[config.mk]
export PLATFORM = sky130hd
export DESIGN_NAME = multicycle_control
export DESIGN_NICKNAME = d
export VERILOG_FILES = /design/src/rtl/multicycle_control.sv
export SDC_FILE = /design/constraint.sdc
export NUM_CORES = 1
export LEC_CHECK = 0
export CORE_UTILIZATION = 33
export DETAILED_ROUTE_END_ITERATION = 16
export HOLD_SLACK_MARGIN = 0.15
export PLACE_DENSITY_LB_ADDON = 0.05
export SLEW_MARGIN = 10
export SYNTH_ARGS = -nofsm -noshare
export SYNTH_HDL_FRONTEND = slang
export SYNTH_SLANG_ARGS = --single-unit
[constraint.sdc]
create_clock -name clk -period 4.5 [get_ports clk]
set_input_delay 1.35 -clock clk [delete_from_list [all_inputs] [get_ports clk]]
set_output_delay 1.35 -clock clk [all_outputs]
set_load 0.05 [all_outputs]
[src/rtl/multicycle_control.sv]
// Multicycle MIPS control FSM (FETCH/DECODE/EXEC/MEM/WB) with memory-wait timeout and status pulses.
// Optional feature: define MC_JR_EN to decode R-type funct 001000 as jr.
module multicycle_control #(
  parameter int ALUOP_W      = 4,
  parameter int MEM_WAIT_MAX = 15
) (
  input  logic               clk,
  input  logic               reset,
  input  logic [5:0]         op,
  input  logic [5:0]         funct,
  input  logic               mem_ready,
  output logic               mem_read,
  output logic               mem_write,
  output logic               iord,
  output logic               ir_write,
  output logic               pc_write,
  output logic               pc_write_cond,
  output logic [1:0]         pc_source,
  output logic               alu_src_a,
  output logic [1:0]         alu_src_b,
  output logic [ALUOP_W-1:0] alu_op,
  output logic               reg_write,
  output logic               reg_dst,
  output logic               mem_to_reg,
  output logic [1:0]         branch,
  output logic [1:0]         jump,
  output logic [2:0]         state,
  output logic               retire,
  output logic               bus_err,
  output logic               illegal
);

  localparam logic [2:0] S_RST    = 3'd0;
  localparam logic [2:0] S_FETCH  = 3'd1;
  localparam logic [2:0] S_DECODE = 3'd2;
  localparam logic [2:0] S_EXEC   = 3'd3;
  localparam logic [2:0] S_MEM    = 3'd4;
  localparam logic [2:0] S_WB     = 3'd5;

  localparam logic [7:0] WAIT_LIM = 8'(MEM_WAIT_MAX);

  logic [2:0] state_q, state_d;
  logic [7:0] wait_cnt_q, wait_cnt_d;

  logic       is_r, is_jr, is_imm, is_lw, is_sw, is_br, is_bne, is_j, is_jal, is_legal;
  logic [3:0] imm_alu;
  logic       wait_lim;

  always_comb begin
    is_r    = 1'b0;
    is_imm  = 1'b0;
    is_lw   = 1'b0;
    is_sw   = 1'b0;
    is_br   = 1'b0;
    is_bne  = 1'b0;
    is_j    = 1'b0;
    is_jal  = 1'b0;
    imm_alu = 4'd1;
    case (op)
      6'b000000: is_r = 1'b1;
      6'b001000,
      6'b001001: is_imm = 1'b1;
      6'b001100: begin is_imm = 1'b1; imm_alu = 4'd2; end
      6'b001101: begin is_imm = 1'b1; imm_alu = 4'd3; end
      6'b001110: begin is_imm = 1'b1; imm_alu = 4'd5; end
      6'b001111: begin is_imm = 1'b1; imm_alu = 4'd7; end
      6'b100011: is_lw = 1'b1;
      6'b101011: is_sw = 1'b1;
      6'b000100: is_br = 1'b1;
      6'b000101: begin is_br = 1'b1; is_bne = 1'b1; end
      6'b000010: is_j = 1'b1;
      6'b000011: is_jal = 1'b1;
      default: ;
    endcase
    is_legal = is_r | is_imm | is_lw | is_sw | is_br | is_j | is_jal;
  end

`ifdef MC_JR_EN
  assign is_jr = is_r && (funct == 6'b001000);
`else
  logic unused_funct;
  assign unused_funct = ^funct;
  assign is_jr        = 1'b0;
`endif

  // Limit reached while still not ready: abort; a same-cycle ready wins.
  assign wait_lim = (wait_cnt_q == WAIT_LIM) && !mem_ready;

  always_comb begin
    state_d       = state_q;
    wait_cnt_d    = '0;
    mem_read      = 1'b0;
    mem_write     = 1'b0;
    iord          = 1'b0;
    ir_write      = 1'b0;
    pc_write      = 1'b0;
    pc_write_cond = 1'b0;
    pc_source     = 2'd0;
    alu_src_a     = 1'b0;
    alu_src_b     = 2'd0;
    alu_op        = '0;
    reg_write     = 1'b0;
    reg_dst       = 1'b0;
    mem_to_reg    = 1'b0;
    branch        = 2'b00;
    jump          = 2'b00;
    retire        = 1'b0;
    bus_err       = 1'b0;
    illegal       = 1'b0;
    case (state_q)
      S_RST: state_d = S_FETCH;
      S_FETCH: begin
        mem_read  = 1'b1;
        alu_src_b = 2'd1;
        alu_op    = ALUOP_W'(4'd1);
        if (mem_ready) begin
          ir_write = 1'b1;
          pc_write = 1'b1;
          state_d  = S_DECODE;
        end else if (wait_lim) begin
          bus_err = 1'b1;
        end else begin
          wait_cnt_d = wait_cnt_q + 8'd1;
        end
      end
      S_DECODE: begin
        alu_src_b = 2'd3;
        alu_op    = ALUOP_W'(4'd1);
        if (is_legal) begin
          state_d = S_EXEC;
        end else begin
          illegal = 1'b1;
          state_d = S_FETCH;
        end
      end
      S_EXEC: begin
        state_d = S_FETCH;
        if (is_jr) begin
          pc_write  = 1'b1;
          pc_source = 2'd3;
          jump      = 2'b11;
          alu_src_a = 1'b1;
          retire    = 1'b1;
        end else if (is_r) begin
          alu_src_a = 1'b1;
          alu_op    = ALUOP_W'(4'd8);
          state_d   = S_WB;
        end else if (is_imm || is_lw || is_sw) begin
          alu_src_a = 1'b1;
          alu_src_b = 2'd2;
          alu_op    = ALUOP_W'(is_imm ? imm_alu : 4'd1);
          state_d   = is_imm ? S_WB : S_MEM;
        end else if (is_br) begin
          alu_src_a     = 1'b1;
          alu_op        = ALUOP_W'(4'd1);
          pc_write_cond = 1'b1;
          pc_source     = 2'd1;
          branch        = is_bne ? 2'b10 : 2'b01;
          retire        = 1'b1;
        end else if (is_j || is_jal) begin
          pc_write  = 1'b1;
          pc_source = 2'd2;
          jump      = is_jal ? 2'b10 : 2'b01;
          reg_write = is_jal;
          retire    = 1'b1;
        end
      end
      S_MEM: begin
        iord      = 1'b1;
        mem_read  = is_lw;
        mem_write = is_sw;
        if (mem_ready) begin
          state_d = is_lw ? S_WB : S_FETCH;
          retire  = !is_lw;
        end else if (wait_lim) begin
          bus_err = 1'b1;
          state_d = S_FETCH;
        end else begin
          wait_cnt_d = wait_cnt_q + 8'd1;
        end
      end
      S_WB: begin
        reg_write  = 1'b1;
        reg_dst    = is_r;
        mem_to_reg = is_lw;
        retire     = 1'b1;
        state_d    = S_FETCH;
      end
      default: state_d = S_RST;
    endcase
  end

  always_ff @(posedge clk or posedge reset) begin
    if (reset) begin
      state_q    <= S_RST;
      wait_cnt_q <= '0;
    end else begin
      state_q    <= state_d;
      wait_cnt_q <= wait_cnt_d;
    end
  end

  assign state = state_q;

endmodule

Word level (Yosys, flattened, before mapping)
Cells that the tools add are included.
W data, S select, Z words.
{ "classes": {"n_bitwise": 6, "n_reduce_logical": 14, "n_shift": 0, "addsub": 1, "n_eq_ne": 20, "multipliers": 0, "order_cmp": 0, "mux": 79, "div": 0} }
{ "op_table": {"columns": ["cell", "count"], "rows": [
  ["$mux W1", 40],
  ["$mux W2", 19],
  ["$eq A6 B4 Y1 const B", 6],
  ["$mux W8", 3],
  ["$mux W3", 6],
  ["$pmux W3 S5", 1],
  ["$eq A6 B2 Y1 const B", 2],
  ["$eq A6 B3 Y1 const B", 2],
  ["$eq A6 B6 Y1 const B", 2],
  ["$mux W4", 3],
  ["$pmux W3 S4", 1],
  ["$add A8 B1 Y8 const B", 1],
  ["$eq A8 B4 Y1 const B", 1],
  ["$pmux W4 S2", 1],
  ["$reduce_or A2 Y1", 4],
  ["$eq A3 B2 Y1 const B", 2],
  ["$eq A3 B3 Y1 const B", 2],
  ["$logic_not A6 Y1", 1],
  ["$or A1 B1 Y1", 6],
  ["$pmux W1 S2", 3],
  ["$pmux W2 S3", 1],
  ["$reduce_or A6 Y1", 1],
  ["$eq A3 B1 Y1 const B", 1],
  ["$logic_not A3 Y1", 1],
  ["other kinds (7)", 10]
]} }
{ "word_totals": {"elab_cells": 122, "output_inout_bits": 28, "ff_bits": 11, "latchBits": 0, "inputBits": 15, "ramBits": 0, "mem_count": 0, "romBits": 0} }

Logic depth before layout (Yosys ltp)
Gate-level depths: netlist (run 1).
{ "logic_depth": {"ltp_word": 11, "ltp_mapped": 5, "mapped_depth_nobuf": 5} }

Least setup slack after synthesis (run 1)
Ideal clock, no wire load.
{ "synth_timing": {"path_kind": "input to output", "start": "input port op[4]", "end": "output port alu_op[0]", "t_required_ns": 3.150, "path_slack_ns": -0.467, "arrival_time_ns": 3.617, "stages": 4, "path_cell_list": "or2_2 -> nor4_2 -> nor2_1 -> a21oi_1"} }
{ "synth_between": {"elab_chain_cells": 8, "elab_cells_between_ends": 26} }
{ "synth_rtl": {"columns": ["item", "line", "text"], "rows": [
  ["from (decl)", "9", "input logic [5:0] op,"],
  ["$eq A6 B4 Y1", "59", "case (op)"],
  ["$reduce_or A6 Y1 (no source line)", null, null],
  ["$mux W1", "59", null],
  ["$logic_or A1 B1 Y1 (2 in a row)", "148", "end else if (is_imm || is_lw || is_sw) begin"],
  ["$mux W4", "148", null],
  ["$mux W4 *", "144", "end else if (is_r) begin"],
  ["$pmux W4 S2 *", "110", "case (state_q)"],
  ["to (decl)", "21", "output logic [ALUOP_W-1:0] alu_op,"]
]} }
Mark *: on every way between the ends. The rest lies on a longest branch, timed or not.

Worst setup path after layout (run 1)
{ "layout_timing": {"start": "input port op[0]", "end": "output port illegal"} }
{ "layout_between": {"elab_chain_cells": 11, "elab_cells_between_ends": 30} }
{ "layout_rtl": {"columns": ["item", "line", "text"], "rows": [
  ["$eq A6 B4 Y1", "59", null],
  ["$reduce_or A6 Y1 (no source line)", null, null],
  ["$mux W1", "59", null],
  ["$or A1 B1 Y1 (5 in a row)", "75", "is_legal = is_r | is_imm | is_lw | is_sw | is_br | is_j | is_jal;"],
  ["$or A1 B1 Y1 *", "75", null],
  ["$mux W1 *", "129", "if (is_legal) begin"],
  ["$mux W1 *", "110", null],
  ["to (decl)", "30", "output logic illegal"]
]} }
Marked as above.

==> impl_metrics.py, run 1 <==
metrics = {
    "clock_tree": {
        "cts_buffer_depth": 2,
        "cts_setup_buffers": 0,
        "clock-sinks": 11,
        "htree_levels": 1,
        "numCtsBuffers": 3,
        "cts-root-buf": "clkbuf_4",
        "clkTransAtPathRegs_ns": 0.07,
        "insertion_delay_ns": 0.27,
        "tritoncts": "yes",
    },
    "floorplan": {
        "placementRows": 18,
        "die_x_microns": 55.4,
        "ios": 43,
        "start_util_pct": 36.3,
        "die_height_microns": 55.4,
        "core-area_sq_um": 2590,
        "dieArea_sq_um": 3060,
    },
    "sta": {
        "worst_clock_skew_ns": 0.00742,
        "worst_pin_slew_ns": 0.505,
        "fmax_mhz": 226,
        "setup_tns_ns": 0,
        "slew_viol_final": 0,
        "max-slew-margin-rel_pct": 66.2,
        "post-route-period-util_pct": 98.5,
        "setup_viol": 0,
        "period_needed_ns": 4.43,
        "hold_viol": 0,
        "rsz0062_at_grt": "yes",
        "layout_setup_ws_ns": 0.0655,
    },
    "power": {
        "power_uw": 414,
        "leakage_uw": 0.000679,
        "seqPwrFrac_pct": 29.1,
        "power_frac_comb_pct": 54.5,
        "powerDensity_nw_per_um2": 251,
        "power.internal_uw": 234,
        "power.share.clock_pct": 16.4,
        "switching_power_uw": 180,
        "ir_drop_mv": 0.234,
        "switching_share_pct": 43.5,
    },
    "logic_synthesis": {
        "ys_seq_area_share_pct": 29.3,
        "synth-edff-count": 0,
        "avgSynthCellArea_sq_um": 7.28,
        "synth_top_cell_area_share_pct": 29.3,
        "ys_ff_latch": 11,
        "ys_top_cells_by_area": "dfrtp_1, nor2_1, nand2_1, a21oi_1, nand3_1",
        "synth_area_sq_um": 940,
        "yosys_warnings": 0,
        "syn-instance-count": 129,
        "yosysTopAreaCell": "dfrtp_1",
        "synth_flop_cell": "dfrtp_1",
        "syn-num-nets": 145,
        "async_flop_share_pct": 100,
        "synth_cell_type_count": 40,
    },
    "flow_run": {
        "max_cap_violations": 0,
    },
    "finish": {
        "fillers": 220,
        "post-route-cell-area_sq_um": 1650,
        "final_util_pct": 63.6,
        "area_growth_pct": 75.2,
        "layout-drive-gt1-share_pct": 26.0,
        "n_antenna_cell": 0,
        "ff_latch_area_sq_um": 275,
        "multi_input_area_sq_um": 631,
        "nets": 186,
    },
    "global_routing": {
        "grt_overflow": 0,
        "antenna_found_initial": 0,
        "grt_pass1_wl_mm": 4.68,
        "grt_pass1_vias": 1030,
        "grt_max_degree": 16,
        "grt_usage_pct": 18.5,
    },
    "worst_hold_path": {
        "min_to": "wait_cnt_q[0]$_DFF_PP0_",
        "min_from": "wait_cnt_q[0]$_DFF_PP0_",
        "hold_depth": 1,
        "min_path_type": "reg2reg",
    },
    "setup_path": {
        "r2r-start": "wait_cnt_q[5]$_DFF_PP0_",
        "cp_data_arrival_time_ns": 3.08,
        "r2r.worst_path.cells": 4,
        "worst_path_largest_cell_delay_ns": 0.57,
        "r2r_slack_ns": 2.87,
        "cpMaxStageDelayCell": "clkdlybuf4s50_1",
        "crit_family": "buffers and inverters",
        "r2r-end": "state[2]$_DFFE_PP0P_",
        "cp-end-kind": "output port",
        "cp.required_ns": 3.15,
        "crit_type": "in2out",
        "cp_cell_sequence": "clkdlybuf4s50_1 > or3b_2 > a21oi_1 > a2111oi_2 > nor3_2 > buf_12",
        "cp_max_fo": 5,
        "worst-path-buf-inv": 2,
        "start_kind": "primary input",
    },
    "drt": {
        "drtAntennaViolNets": 0,
        "num_vias": 1066,
        "routed_wl_mm": 2.65,
        "vias_per_cell": 5.36,
        "wl_per_cell_microns": 13.3,
        "drtIter0Drc": 22,
        "drt_pass1_iterations": 4,
        "route.detailed.drc": 0,
    },
    "placed_design": {
        "dp_hpwl_mm": 2.10,
        "gp_congestion": 0.882,
        "place_area_sq_um": 1610,
        "io_buffers": 36,
        "pre_cts_slack_ns": 0.0806,
    },
    "status": {
        "status": "complete, no violations",
    },
}
[power groups by stage]
| stage | Clock (uW) | Combinational (uW) | Sequential, uW |
|---|---|---|---|
| 2_1_floorplan | 0 | 124 | 127 |
| 3_3_place_gp | 0 | 223 | 121 |
| 3_5_place_dp | 0 | 223 | 122 |
| 4_1_cts | 68.6 | 225 | 120 |
| 5_1_grt | 74.4 | 236 | 123 |
| 6_report | 68.0 | 225 | 120 |
[worst max path at each step]
stage	startpoint	end	slack, ns	depth (start not counted)
6_report	op[0]	illegal	0.07	6
5_1_grt	op[0]	illegal	-0.004	6
4_1_cts	op[5]	jump[0]	0.07	7
3_5_place_dp	op[5]	jump[0]	0.08	7
3_3_place_gp	op[5]	alu_src_a	0.1	6
2_1_floorplan	op[4]	reg_write	0.05	4
[sequential cells by signal (all words and copies together) (netlist names)]
name        flops
wait_cnt_q      8
state           3
[synth_stat cells (all sizes together) (2+ instances only)]
| master | count |
|---|---|
| nand2b | 6 |
| inv | 7 |
| nor4 | 2 |
| dfrtp | 11 |
| nand2 | 11 |
| nand3b | 3 |
| nor3 | 5 |
| o21ai | 7 |
| a21oi | 8 |
| nor2b | 2 |
| xnor2 | 4 |
| nand3 | 8 |
| nor3b | 2 |
| or3 | 3 |
| clkbuf | 4 |
| buf | 4 |
| nor2 | 23 |
[per-stage QoR]
step / hold slack, ns / cells
after floorplan: 0.431 / 129
after global placement: 0.446 / 195
after detailed placement: 0.456 / 195
after CTS: 0.465 / 199
after global routing: 0.489 / 199
final: 0.465 / 199
[cell usage in the layout (no fill, tap or decap), types with 2 or more instances in the layout]
cell,n
buf_12,23
a21oi_2,2
clkdlybuf4s50_1,13
buf_4,8
xnor2_1,4
o21ai_0,6
nor2_1,22
nor2b_1,2
nand2_1,11
or3_1,2
dfrtp_1,11
nand2b_1,6
clkbuf_4,3
nand3_1,8
inv_1,7
nor3b_1,2
nor3_1,4
nand3b_1,3
a21oi_1,6
[logic make-up (layout without fill, tap and decap cells)]
logic type	count (synthesis)	in the layout	synth area share, %
xor gates and xnor gates	5	5	4.66
DFF	11	11	29.3
muxes	1	1	1.07
and+or+nand+nor	74	74	41.9
AOI/OAI and AO/OA	22	22	14.9
adders and majority gates	1	1	1.33
buffers and inverters	15	55	6.79
[cell type report]
cell class	instances	share of cell area, %
clock buffer	4	1.60
inverter	7	1.60
multi-input combinational	103	38.3
sequential	11	16.7
tap	30	2.28
timing repair buffer	44	39.5
[what timing repair did]
action	4_1_cts	5_1_grt
resized for setup	0	3
endpoints found under the setup margin	0	6
hold buffers	0	0
[metal layers]
metal	share of wire [%]	global-route usage [%]	vias to the layer above	routed length, microns
met5	0	0	-	0
li1	-	-	518	-
met4	0.15	2.50	0	4
met1	47	24.6	505	1230
met3	7.1	5.62	2	189
met2	46	30.1	41	1220
Power figures use the tool's default switching activity.
==> run 2, diff against run 1 <==
- CAP_MARGIN: unset -> 30
- GPL_TIMING_DRIVEN: unset -> 0
==> run 2 against run 1 <==
Effect of this change: clock skew decreased by 0.0026 ns; routed wire length decreased by 11%; die area unchanged; cell count decreased by 1.5%; worst setup slack got worse by 0.056 ns; total power decreased by 11%; sequential cell count unchanged; sequential power decreased by 7%; critical path depth increased by 1; sequential share of layout area increased by 3.9 points.
==> impl_metrics.py, run 2 (synthesis gave the netlist of run 1 again) <==
metrics = {
    "status": {
        "status": "complete, no violations",
    },
    "clock_tree": {
        "insertion_delay_ns": 0.27,
        "postCtsHoldBufs": 0,
        "cts_setup_buffers": 0,
        "cts-root-buf": "clkbuf_4",
        "cts_buffer_depth": 2,
        "tritoncts": "yes",
        "clkTransAtPathRegs_ns": 0.07,
        "clock-sinks": 11,
        "numCtsBuffers": 3,
        "htree_levels": 1,
        "cts-resized-gates": 58,
    },
    "finish": {
        "area_growth_pct": 42.2,
        "layout-drive-gt1-share_pct": 20.5,
        "final_common_cell": "nor2_1",
        "regMostFlops": "wait_cnt_q",
        "post-route-cell-area_sq_um": 1340,
        "n_antenna_cell": 0,
        "largest_register_ffs": 8,
        "final_util_pct": 51.6,
        "final_cell_mix": "nor2_1, clkdlybuf4s50_1, nand2_1, dfrtp_1",
        "nets": 183,
        "fillers": 264,
    },
    "sta": {
        "setup_tns_ns": 0,
        "setup_viol": 0,
        "rsz0062_at_grt": "yes",
        "fmax_mhz": 223,
        "slew_viol_final": 0,
        "worst_clock_skew_ns": 0.00484,
        "hold_viol": 0,
        "whs_ns": 0.467,
        "post-route-period-util_pct": 99.8,
        "max-slew-margin-rel_pct": 66.0,
        "worst_pin_slew_ns": 0.509,
        "period_needed_ns": 4.49,
    },
    "global_routing": {
        "grt_pass1_vias": 895,
        "grt_usage_pct": 15.8,
        "grt_pass1_wl_mm": 3.94,
        "antenna_found_initial": 0,
        "grt_overflow": 0,
        "grt_max_degree": 12,
    },
    "drt": {
        "route.detailed.drc": 0,
        "num_vias": 1006,
        "routed_wl_mm": 2.37,
        "drtIter0Drc": 26,
        "drt_pass1_iterations": 4,
        "wl_per_cell_microns": 12.1,
        "drtAntennaViolNets": 0,
        "vias_per_cell": 5.13,
    },
    "floorplan": {
        "die_height_microns": 55.4,
        "core-area_sq_um": 2590,
        "dieArea_sq_um": 3060,
        "placementRows": 18,
        "ios": 43,
        "start_util_pct": 36.3,
        "die_x_microns": 55.4,
    },
    "setup_path": {
        "cp_data_arrival_time_ns": 3.14,
        "r2r-start": "wait_cnt_q[5]$_DFF_PP0_",
        "cpMaxStageDelayCell": "a2111oi_2",
        "crit_path_start": "op[1]",
        "cp-end-kind": "output port",
        "start_kind": "primary input",
        "crit_type": "in2out",
        "cp_cell_sequence": "clkdlybuf4s50_1 > clkbuf_4 > and2b_1 > nand2_1 > a2111oi_2 > nor3_2 > clkbuf_2",
        "worst_path_largest_cell_delay_ns": 0.50,
        "cp.required_ns": 3.15,
        "cp_max_fo": 10,
    },
    "power": {
        "power_uw": 368,
        "powerDensity_nw_per_um2": 275,
        "leakage_uw": 0.000566,
        "ir_drop_mv": 0.245,
    },
    "placed_design": {
        "gp_congestion": 0.776,
        "dp_hpwl_mm": 1.87,
        "io_buffers": 33,
        "place_area_sq_um": 1330,
    },
    "worst_hold_path": {
        "min_from": "wait_cnt_q[0]$_DFF_PP0_",
        "min_path_type": "reg2reg",
    },
    "flow_run": {
        "max_cap_violations": 0,
    },
}
[run 2: cell types whose count changed in the layout (fill, tap and decap cells not counted), moves of 2 or more]
cell	change
dlygate4sd2_1	+2
buf_2	+5
clkbuf_1	+3
clkdlybuf4s15_2	+8
buf_12	-23
buf_4	-5
clkbuf_2	+2
clkdlybuf4s15_1	+2
clkbuf_4	+3
[run 2: path summary, 6_finish.rpt]
kind	endpoint	slack (ns)	depth (start not counted)
max in group asynchronous	state[0]$_DFFE_PP0P_	2.86	2
max reg2reg	state[2]$_DFFE_PP0P_	2.87	4
min in group asynchronous	state[2]$_DFFE_PP0P_	1.36	2
max	illegal	0.009	7
min	wait_cnt_q[0]$_DFF_PP0_	0.47	1
min reg2reg	wait_cnt_q[0]$_DFF_PP0_	0.47	1
[run 2: cell type report]
class / instances / area, sq um / share of cell area [%]
clock inverters: 1 / 5.00 / 0.375
clock buffers: 3 / 22.5 / 1.69
multi-input cells: 103 / 627 / 46.9
inverters: 7 / 26.3 / 1.97
well taps: 30 / 37.5 / 2.81
repair buffers: 33 / 303 / 22.7
flip-flops and latches: 11 / 275 / 20.6
plain buffers: 8 / 40.0 / 3.00
[run 2: layer usage]
layer,track usage (%),wire length [microns],up-vias
met4,1.07,0,0
met1,23.2,1270,451
met3,5.39,145,0
li1,-,-,525
met2,23.1,951,30
met5,0,0,-
[run 2: where the power goes]
group / total (uW) / switching [uW] / internal [uW]
Sequential: 112 / 6.68 / 106
Combinational: 189 / 131 / 58.2
Clock: 66.6 / 33.8 / 32.9
[run 2: worst max-delay path: cells and delay by family]
kind            cells  cell delay (ns)
compound gates      1             0.50
buf+inv             3             0.94
simple gates        3             0.35
[run 2: metrics by stage]
stage,setup slack (ns),std cells
global placement,-0.534,192
finish,0.00931,196
CTS,-0.228,196
floorplan,0.0542,129
global route,-0.0740,196
detailed placement,-0.547,192
==> run 3, diff against run 2 <==
- CORE_UTILIZATION: 33 -> 37
- clock period: 4.5 -> 4.1 ns (I/O delays scaled with it)
==> run 3 against run 2 <==
Effect of this change: combinational power increased by 14%; sequential cell count is the same; clock skew is essentially flat; utilization increased by 7.7 points; routed wire length rose by 5.8%; clock power rose by 9.9%; non-clock buffer count up 2; worst setup slack improved by 0.13 ns; first-iteration DRC count is 12% lower; total power up 12%; largest cell class unchanged.
==> impl_metrics.py, run 3 (synthesis gave the netlist of run 1 again) <==
metrics = {
    "status": {
        "status": "complete, no violations",
    },
    "setup_path": {
        "start_kind": "primary input",
        "crit_cells": 6,
        "cp-endpoint": "illegal",
        "r2r-start": "wait_cnt_q[5]$_DFF_PP0_",
        "r2r_slack_ns": 2.43,
        "cp-end-kind": "output port",
        "cp_max_fo": 8,
        "cp_data_arrival_time_ns": 2.73,
        "crit_path_start": "op[0]",
        "r2r-end": "state[2]$_DFFE_PP0P_",
        "cpMaxStageDelayCell": "or3b_2",
        "worst-path-buf-inv": 2,
        "crit_type": "in2out",
        "worst_path_largest_cell_delay_ns": 0.47,
        "crit_family": "simple AND/OR/NAND/NOR gates",
        "cp_cell_sequence": "dlygate4sd2_1 > or3b_2 > a21oi_1 > a2111oi_4 > nor3_2 > buf_4",
        "r2r.worst_path.cells": 4,
        "cp.required_ns": 2.87,
    },
    "finish": {
        "post-route-cell-area_sq_um": 1360,
        "final_util_pct": 59.3,
        "largest_register_ffs": 8,
        "final_common_cell": "nor2_1",
        "layout-drive-gt1-share_pct": 25.6,
        "area_growth_pct": 44.9,
        "nets": 185,
        "n_antenna_cell": 0,
        "final_cell_mix": "nor2_1, buf_2, nand2_1, dfrtp_1, clkdlybuf4s50_1",
        "regMostFlops": "wait_cnt_q",
    },
    "placed_design": {
        "gp_congestion": 0.820,
        "place_area_sq_um": 1330,
        "io_buffers": 33,
        "dp_hpwl_mm": 1.89,
    },
    "drt": {
        "wl_per_cell_microns": 12.8,
        "drt_pass1_iterations": 4,
        "vias_per_cell": 5.26,
        "routed_wl_mm": 2.51,
        "num_vias": 1030,
        "route.detailed.drc": 0,
        "drtIter0Drc": 23,
        "drtAntennaViolNets": 0,
    },
    "flow_run": {
        "max_cap_violations": 0,
    },
    "sta": {
        "fmax_mhz": 252,
        "post-route-period-util_pct": 96.6,
        "slew_viol_final": 0,
        "worst_pin_slew_ns": 0.524,
        "whs_ns": 0.461,
        "setup_viol": 0,
        "period_needed_ns": 3.96,
        "worst_clock_skew_ns": 0.00485,
        "hold_viol": 0,
        "max-slew-margin-rel_pct": 64.8,
    },
    "clock_tree": {
        "cts_buffer_depth": 2,
        "htree_levels": 1,
        "numCtsBuffers": 3,
        "clock-sinks": 11,
        "cts-root-buf": "clkbuf_4",
        "tritoncts": "yes",
        "insertion_delay_ns": 0.27,
        "clkTransAtPathRegs_ns": 0.07,
    },
    "global_routing": {
        "grt_max_degree": 12,
        "antenna_found_initial": 0,
        "grt_pass1_vias": 915,
        "grt_overflow": 0,
        "grt_pass1_wl_mm": 4.03,
        "grt_usage_pct": 20.1,
    },
    "floorplan": {
        "placementRows": 17,
        "core-area_sq_um": 2300,
        "dieArea_sq_um": 2750,
        "die_x_microns": 52.4,
        "ios": 43,
        "start_util_pct": 40.9,
        "die_height_microns": 52.4,
    },
    "power": {
        "switching_power_uw": 189,
        "power_frac_comb_pct": 52.4,
        "power_uw": 412,
        "powerDensity_nw_per_um2": 302,
        "seqPwrFrac_pct": 29.8,
        "switching_share_pct": 45.9,
        "leakage_uw": 0.000601,
        "power.internal_uw": 223,
        "ir_drop_mv": 0.245,
        "power.share.clock_pct": 17.8,
    },
    "worst_hold_path": {
        "min_path_type": "reg2reg",
    },
}
-- run 3: cell count changes in the layout (fill, tap and decap cells not counted), sizes merged, moves of 2 or more --
cell           before  now
buf                 8   20
clkbuf             12    8
clkdlybuf4s15      10    6
clkdlybuf4s50      12    8
dlygate4sd2         2    4
-- run 3: how the worst min path moves through the flow --
stage / from / slack [ns] / endpoint / cells past startpoint
final: wait_cnt_q[0]$_DFF_PP0_ / 0.46 / wait_cnt_q[0]$_DFF_PP0_ / 1
after global routing: wait_cnt_q[0]$_DFF_PP0_ / 0.48 / wait_cnt_q[0]$_DFF_PP0_ / 1
after CTS: wait_cnt_q[0]$_DFF_PP0_ / 0.46 / wait_cnt_q[0]$_DFF_PP0_ / 1
after detailed placement: wait_cnt_q[0]$_DFF_PP0_ / 0.45 / wait_cnt_q[0]$_DFF_PP0_ / 1
after global placement: wait_cnt_q[0]$_DFF_PP0_ / 0.44 / wait_cnt_q[0]$_DFF_PP0_ / 1
after floorplan: wait_cnt_q[0]$_DFF_PP0_ / 0.43 / wait_cnt_q[0]$_DFF_PP0_ / 1
-- run 3: layer usage --
metal,part of all wire [%],GRT usage (%)
met4,0.40,5.26
met5,0,0
met3,7.7,7.25
met1,47,28.2
met2,45,28.7
-- run 3: power by group through the flow --
| stage | Sequential, uW | Combinational [uW] | Clock, uW |
|---|---|---|---|
| 3_3_place_gp | 125 | 213 | 0 |
| 6_report | 123 | 216 | 73.2 |
| 2_1_floorplan | 139 | 136 | 0 |
| 3_5_place_dp | 125 | 214 | 0 |
| 4_1_cts | 123 | 212 | 76.0 |
| 5_1_grt | 124 | 231 | 82.3 |
-- run 3: repair_timing --
action                                  CTS  global route
pin swaps                                 0             3
gates cloned                              0             0
endpoints found under the setup margin   21             7
setup buffers                             0             2
gates resized for setup                 105             4
hold buffers                              0             0
-- run 3: metrics by stage --
stage                     setup TNS (ns)  std cells  setup WS [ns]
after detailed placement          -10.80        190         -0.688
after CTS                       -0.00527        194       -0.00527
after global placement            -10.63        190         -0.693
final                                  0        196          0.138
after floorplan                  -0.0124        129       -0.00832
after global routing          -0.0000115        196     -0.0000115
-- run 3: layout make-up --
class	instances	area [sq um]
Buffer	8	43.8
Inverter	7	26.3
Multi-Input combinational cell	103	658
Timing Repair Buffer	35	297
Sequential cell	11	275
Fill cell	234	936
Tap cell	28	35.0
Clock buffer	4	26.3
